**src/rtl/uart_tx_serializer.sv**
```systemverilog
// 8N1/8N2 UART transmitter: one start bit, eight data bits LSB first, STOP_BITS stop bits.
// Every output comes straight from a flop, so there is no combinational path from input to output.
module uart_tx_serializer #(
    parameter int unsigned CLKS_PER_BIT = 868,
    parameter int unsigned STOP_BITS    = 1
) (
    input  logic       i_clk,
    input  logic       i_aresetn,
    input  logic       i_tx_start,
    input  logic [7:0] i_tx_data,
    output logic       o_tx_done,
    output logic       o_tx,
    output logic       o_busy
);

    localparam int unsigned CNT_W = (CLKS_PER_BIT > 1) ? $clog2(CLKS_PER_BIT) : 1;
    localparam logic [CNT_W-1:0] CNT_LAST  = CNT_W'(CLKS_PER_BIT - 1);
    localparam logic [2:0]       STOP_LAST = 3'(STOP_BITS - 1);

    typedef enum logic [1:0] {
        IDLE,
        START,
        DATA,
        STOP
    } state_t;

    state_t           state_q, state_d;
    logic [CNT_W-1:0] cnt_q, cnt_d;
    logic [2:0]       bit_idx_q, bit_idx_d;
    logic [7:0]       shift_q, shift_d;
    logic             tx_q, tx_d;
    logic             done_q, done_d;
    logic             busy_q, busy_d;
    logic             bit_end;

    assign bit_end = (cnt_q == CNT_LAST);

    always_comb begin
        state_d   = state_q;
        cnt_d     = cnt_q;
        bit_idx_d = bit_idx_q;
        shift_d   = shift_q;
        tx_d      = tx_q;
        done_d    = done_q;
        case (state_q)
            IDLE: begin
                tx_d   = 1'b1;
                done_d = 1'b1;
                if (i_tx_start) begin
                    state_d   = START;
                    shift_d   = i_tx_data;
                    cnt_d     = '0;
                    bit_idx_d = '0;
                    tx_d      = 1'b0;
                    done_d    = 1'b0;
                end
            end
            START: begin
                if (bit_end) begin
                    state_d   = DATA;
                    cnt_d     = '0;
                    bit_idx_d = '0;
                    tx_d      = shift_q[0];
                end else begin
                    cnt_d = cnt_q + CNT_W'(1);
                end
            end
            DATA: begin
                if (bit_end) begin
                    cnt_d   = '0;
                    shift_d = shift_q >> 1;
                    if (bit_idx_q == 3'd7) begin
                        state_d   = STOP;
                        bit_idx_d = '0;
                        tx_d      = 1'b1;
                    end else begin
                        bit_idx_d = bit_idx_q + 3'd1;
                        tx_d      = shift_q[1];
                    end
                end else begin
                    cnt_d = cnt_q + CNT_W'(1);
                end
            end
            STOP: begin
                tx_d = 1'b1;
                if (bit_end) begin
                    cnt_d = '0;
                    // bit_idx is reused here to count stop bits
                    if (bit_idx_q == STOP_LAST) begin
                        state_d   = IDLE;
                        bit_idx_d = '0;
                        done_d    = 1'b1;
                    end else begin
                        bit_idx_d = bit_idx_q + 3'd1;
                    end
                end else begin
                    cnt_d = cnt_q + CNT_W'(1);
                end
            end
            default: begin
                state_d = IDLE;
                tx_d    = 1'b1;
                done_d  = 1'b1;
            end
        endcase
        busy_d = ~done_d;
    end

    always_ff @(posedge i_clk or negedge i_aresetn) begin
        if (!i_aresetn) begin
            state_q   <= IDLE;
            cnt_q     <= '0;
            bit_idx_q <= '0;
            shift_q   <= '0;
            tx_q      <= 1'b1;
            done_q    <= 1'b1;
            busy_q    <= 1'b0;
        end else begin
            state_q   <= state_d;
            cnt_q     <= cnt_d;
            bit_idx_q <= bit_idx_d;
            shift_q   <= shift_d;
            tx_q      <= tx_d;
            done_q    <= done_d;
            busy_q    <= busy_d;
        end
    end

    assign o_tx      = tx_q;
    assign o_tx_done = done_q;
    assign o_busy    = busy_q;

endmodule

```
**config.mk**
```make
export PLATFORM = sky130hd
export DESIGN_NAME = uart_tx_serializer
export DESIGN_NICKNAME = d
export VERILOG_FILES = /design/src/rtl/uart_tx_serializer.sv
export SDC_FILE = /design/constraint.sdc
export NUM_CORES = 1
export LEC_CHECK = 0
export ABC_AREA = 1
export CAP_MARGIN = 25
export CORE_MARGIN = 10
export CORE_UTILIZATION = 50
export DETAILED_ROUTE_END_ITERATION = 16
export PLACE_DENSITY = 0.77
export SLEW_MARGIN = 10
export SYNTH_ARGS = -nofsm -noshare
export SYNTH_HDL_FRONTEND = slang
export SYNTH_SLANG_ARGS = --single-unit
```
**constraint.sdc**
```tcl
create_clock -name i_clk -period 2.19 [get_ports i_clk]
set_clock_uncertainty 0.15 [all_clocks]
set_input_delay 0.657 -clock i_clk [delete_from_list [all_inputs] [get_ports i_clk]]
set_output_delay 0.657 -clock i_clk [all_outputs]
set_load 0.01 [all_outputs]
```
# Word level (Yosys, flattened, before mapping)
# Index checks and enable logic that the tools add are counted.
# Widths: inputs -> output; s select.
# word_totals
reg_bits	26
in_bits	11
out_inout_bits	3
elab_cells	57
# classes
add_sub_neg	2
eq_ne	11
muxes	28
bitwise_logic	1
n_reduce_logical	8
# ops
operator	count
$mux 10	2
$pmux 10 s2	1
$mux 3	6
$mux 8	2
$pmux 8 s2	1
$mux 2	6
$ne 2x2->1 const B	6
$pmux 3 s4	1
$add 10x1->10 const B	1
$eq 10x10->1 const B	1
$pmux 2 s4	1
$mux 1	6
$reduce_and 6->1	1
$eq 2x2->1 const B	2
$pmux 1 s4	1
$reduce_and 4->1	1
$add 3x1->3 const B	1
$eq 3x3->1 const B	1
$logic_not 3->1	1
$reduce_and 3->1	1
$reduce_or 3->1	1
$eq 2x1->1 const B	1
$logic_not 2->1	1
$pmux 1 s2	1
other kinds (3)	3

# Depth between registers and ports, before layout
# logic_depth
depth_word	5
ltp_mapped	9
ltp_nobuf	9

# Worst setup path after synthesis
# Ideal clock, no wire load.
# synth_timing
kind	register to register
startpoint	register state_q[0]
endpoint	register shift_q[3]
arrival_time_ps	1387
required_time_ps	1918
slack_ps	532
path_stages_with_launch	10
path_buffers	1
synth_period_minus_slack_ps	1658
path_cell_list	dfrtp_1 -> inv_1 -> ha_1 -> inv_1 -> nor2_2 -> a21oi_1 -> nand2_4 -> buf_6 -> nand2_1 -> o21ai_2
# synth_between
elab_chain_cells	3
# synth_lines
element	line_no	source
from (decl)	27	state_t state_q, state_d;
from (signal assigned)	119	state_q <= state_d;
$eq 2x2->1 or $logic_not 2->1 (tied branches)	45	case (state_q)
$ne 2x2->1 (no line) or $reduce_bool 2->1 (tied branches)	-	
$reduce_and 3->1 (no line)	-	
to (signal assigned)	122	shift_q <= shift_d;
to (decl)	30	logic [7:0] shift_q, shift_d;
# Several ways; a longest one is shown, not always the timed one.
# A chain may end at the register's enable or synchronous reset.

# Worst setup path after layout
# layout_timing
startpoint	register busy_q (netlist: o_busy)
endpoint	output port o_busy
# layout_rtl
element	line_no	source
from (decl)	33	logic busy_q, busy_d;
from (signal assigned)	125	busy_q <= busy_d;
to (decl)	13	output logic o_busy
# No word-level cell between the ends.

==> results.toml <==
[power]
clock_power_share_pct = 15.4
finalPower_mw = 2.18
vdd_drop_max_uv = 561
p_leak_nw = 0.861
p_sw_uw = 924
pwr-share-seq_pct = 36.2
p_int_mw = 1.26
power.share.switching_pct = 42.3
pwr-share-comb_pct = 48.4
powerDensity_nw_per_um2 = 1240

[run_status]
status = "finished, final reports clean"

[synthesis]
synth-compound-area-share_pct = 11.2
synthAdderAreaFrac_pct = 7.28
syn-num-nets = 212
synth_top_family_by_area = "simple AND/OR/NAND/NOR gates"
netlist_instances = 192
ys_warn_count = 0
synth-seq-cells = 26
ys_seq_area_share_pct = 42.2
synth.avg_cell_area_um2 = 8.06
synth-simple-area-share_pct = 25.7
synth_mux_area_share_pct = 4.53
synthDistinctLibCells = 24
netlist_area_um2 = 1550
synthXorXnorAreaFrac_pct = 1.70

[final_layout]
area_growth_pct = 13.9
fin_cells = 241
diodes = 0
postLayoutCellArea_um2 = 1760
multi_input_area_um2 = 779
nFillCells = 270
seq_area_um2 = 653
nNetsFinal = 229
drive_gt1_share_pct = 11.5
final_core_util_pct = 58.7

[drt]
vias_per_cell = 5.05
wl_per_cell_um = 12.3
drt-initial-drc-count = 114
route.detailed.drc = 0
vias = 1218
postRouteAntennaNets = 0
drt_first_pass_iters = 4
routed_wl_um = 2950

[floorplanning]
std_cell_rows = 20
die_w_um = 75.6
dieArea_um2 = 5720
start_util_pct = 51.5
coreArea_um2 = 3000
io_pins = 14
fp.dieH_um = 75.6

[grt]
grt_pass1_vias = 1145
busiest_layer = "met2"
gr-usage-met2_pct = 18.8
overflow = 0
grt_use_met3_pct = 2.08
grt_use_met1_pct = 13.9
grt_max_degree = 27
grt_antenna_before_repair = 0
grt_pass1_wl_um = 5010
grtUsageTotal_pct = 11.3

[setup_path]
r2r_slack_ns = 0.31
r2r_start = "state_q[1]"
crit_path_start_kind = "register"
critPathTopFamily = "buffers and inverters"
cp_num_buf_inv = 1
crit_required_ns = 1.38
max_stage_delay_ns = 0.53
rr_worst_depth = 8
worstSetupPathType = "reg -> out"
cp_data_arrival_time_ns = 1.20
worstReg2RegEnd = "bit_idx_q[2]"
worst_setup_path_end_kind = "output port"
path_depth = 1
crit_fanout = 1
cp_slowest_cell = "clkdlybuf4s50_1"
cp_cell_sequence = "clkdlybuf4s50_1"

[sta]
setup_tns_ns = 0
fmaxAchievable_mhz = 498
hold-worst-slack_ns = 0.348
setup_ws_ns = 0.182
setup_viol = 0
max-slew-margin-rel_pct = 76.6
fin_crit_sh_pct = 91.7
finalHoldViolCount = 0
rsz0062_at_grt = "no"
fin_crit_ns = 2.01
tightestPinTransition_ns = 0.347
slew_violations = 0

[cts]
cts_buffers = 3
cts_tree = "done"
clockBufferDepth = 2
postCtsResizedCells = 2
root_buffer = "clkbuf_4"
clock-sinks = 26
path_clk_slew_ns = 0.15
post-cts-setup-buffers = 0
clock_latency_ns = 0.34
ctsHoldBuffers = 0
htreeDepth = 1

[placement]
portBuffers = 13
place_inst = 237
pre_cts_slack_ns = 0.108
dp_hpwl_um = 2180
dpl_cell_area_um2 = 1710
place_congestion = 0.801

[worst_hold_path]
hold_class = "reg -> reg"
holdPathStages = 2
hp-start = "o_tx"
worstHoldEndpoint = "o_tx"

[run]
cap_violations = 0
-- how the worst max path moves through the flow --
stage	from	endpoint	slack, ns
after global routing	state_q[1]	bit_idx_q[2]	0.05
after CTS	o_busy	o_busy	0.16
after floorplan	state_q[0]	shift_q[3]	0.53
after global placement	i_tx_start	shift_q[3]	0.13
after detailed placement	i_tx_start	shift_q[5]	0.11
final	o_busy	o_busy	0.18
-- cell families (layout without fill, tap and decap cells) --
| logic type | after synthesis | after routing |
|---|---|---|
| AND/OR/NAND/NOR | 92 | 92 |
| buffers and inverters | 28 | 44 |
| AO/OA/AOI/OAI | 27 | 27 |
| multiplexers | 7 | 7 |
| flip-flops | 26 | 26 |
| XOR/XNOR | 3 | 3 |
| adder cells (fa/ha/maj) | 9 | 9 |
-- cell usage in the layout (no fill, tap or decap), types with 2 or more instances in the layout --
| master | netlist | final |
|---|---|---|
| o22ai_1 | 3 | 3 |
| buf_4 | 0 | 2 |
| inv_1 | 25 | 25 |
| nand3_1 | 11 | 11 |
| nand2_2 | 3 | 3 |
| o21ai_2 | 8 | 8 |
| ha_1 | 9 | 9 |
| mux2i_1 | 7 | 7 |
| nand2_1 | 54 | 54 |
| xor2_1 | 2 | 2 |
| o21ai_0 | 13 | 13 |
| nor2_2 | 2 | 2 |
| dfstp_2 | 2 | 2 |
| clkbuf_4 | 0 | 3 |
| dlygate4sd2_1 | 0 | 2 |
| clkdlybuf4s50_1 | 0 | 11 |
| nand4_1 | 4 | 4 |
| nor2_1 | 15 | 15 |
| dfrtp_1 | 24 | 24 |
-- state kept, by name (all words and copies together) (netlist names), named ones only --
name / flops
shift_q: 8
state_q: 2
o_tx: 1
bit_idx_q: 3
cnt_q: 10
o_busy: 1
-- cells in the mapped netlist, drive strengths merged --
cell,count,area [µm²]
xor2,2,17.5
a31oi,1,6.26
nand4,4,25.0
dfrtp,24,601
nor2,17,68.8
or2,1,6.26
nand2,58,233
a21boi,1,7.51
buf,3,21.3
nand3,12,65.1
o22ai,3,18.8
ha,9,113
mux2i,7,70.1
xnor2,1,8.76
inv,25,93.8
o21ai,21,135
dfstp,2,52.6
a21oi,1,5.00
-- power groups by stage --
stage	Clock [mW]	Sequential, mW	Combinational [mW]
after floorplan	0	0.783	0.860
after global routing	0.368	0.817	1.23
after CTS	0.346	0.791	1.07
after global placement	0	0.800	1.05
final	0.336	0.791	1.06
after detailed placement	0	0.802	1.08
-- area by class of cell --
class | count | share of cell area [%]
multi-input cells | 138 | 44.2
flip-flops and latches | 26 | 37.0
repair buffers | 15 | 8.09
inverters | 25 | 5.32
well taps | 33 | 2.34
clock inverters | 1 | 1.70
clock buffers | 3 | 1.28
-- routing by layer --
layer	share of wire [%]	up-vias
met3	3.5	5
met5	0	-
met2	47	25
met4	1.8	0
li1	-	644
met1	48	544
Power figures use the tool's default switching activity.
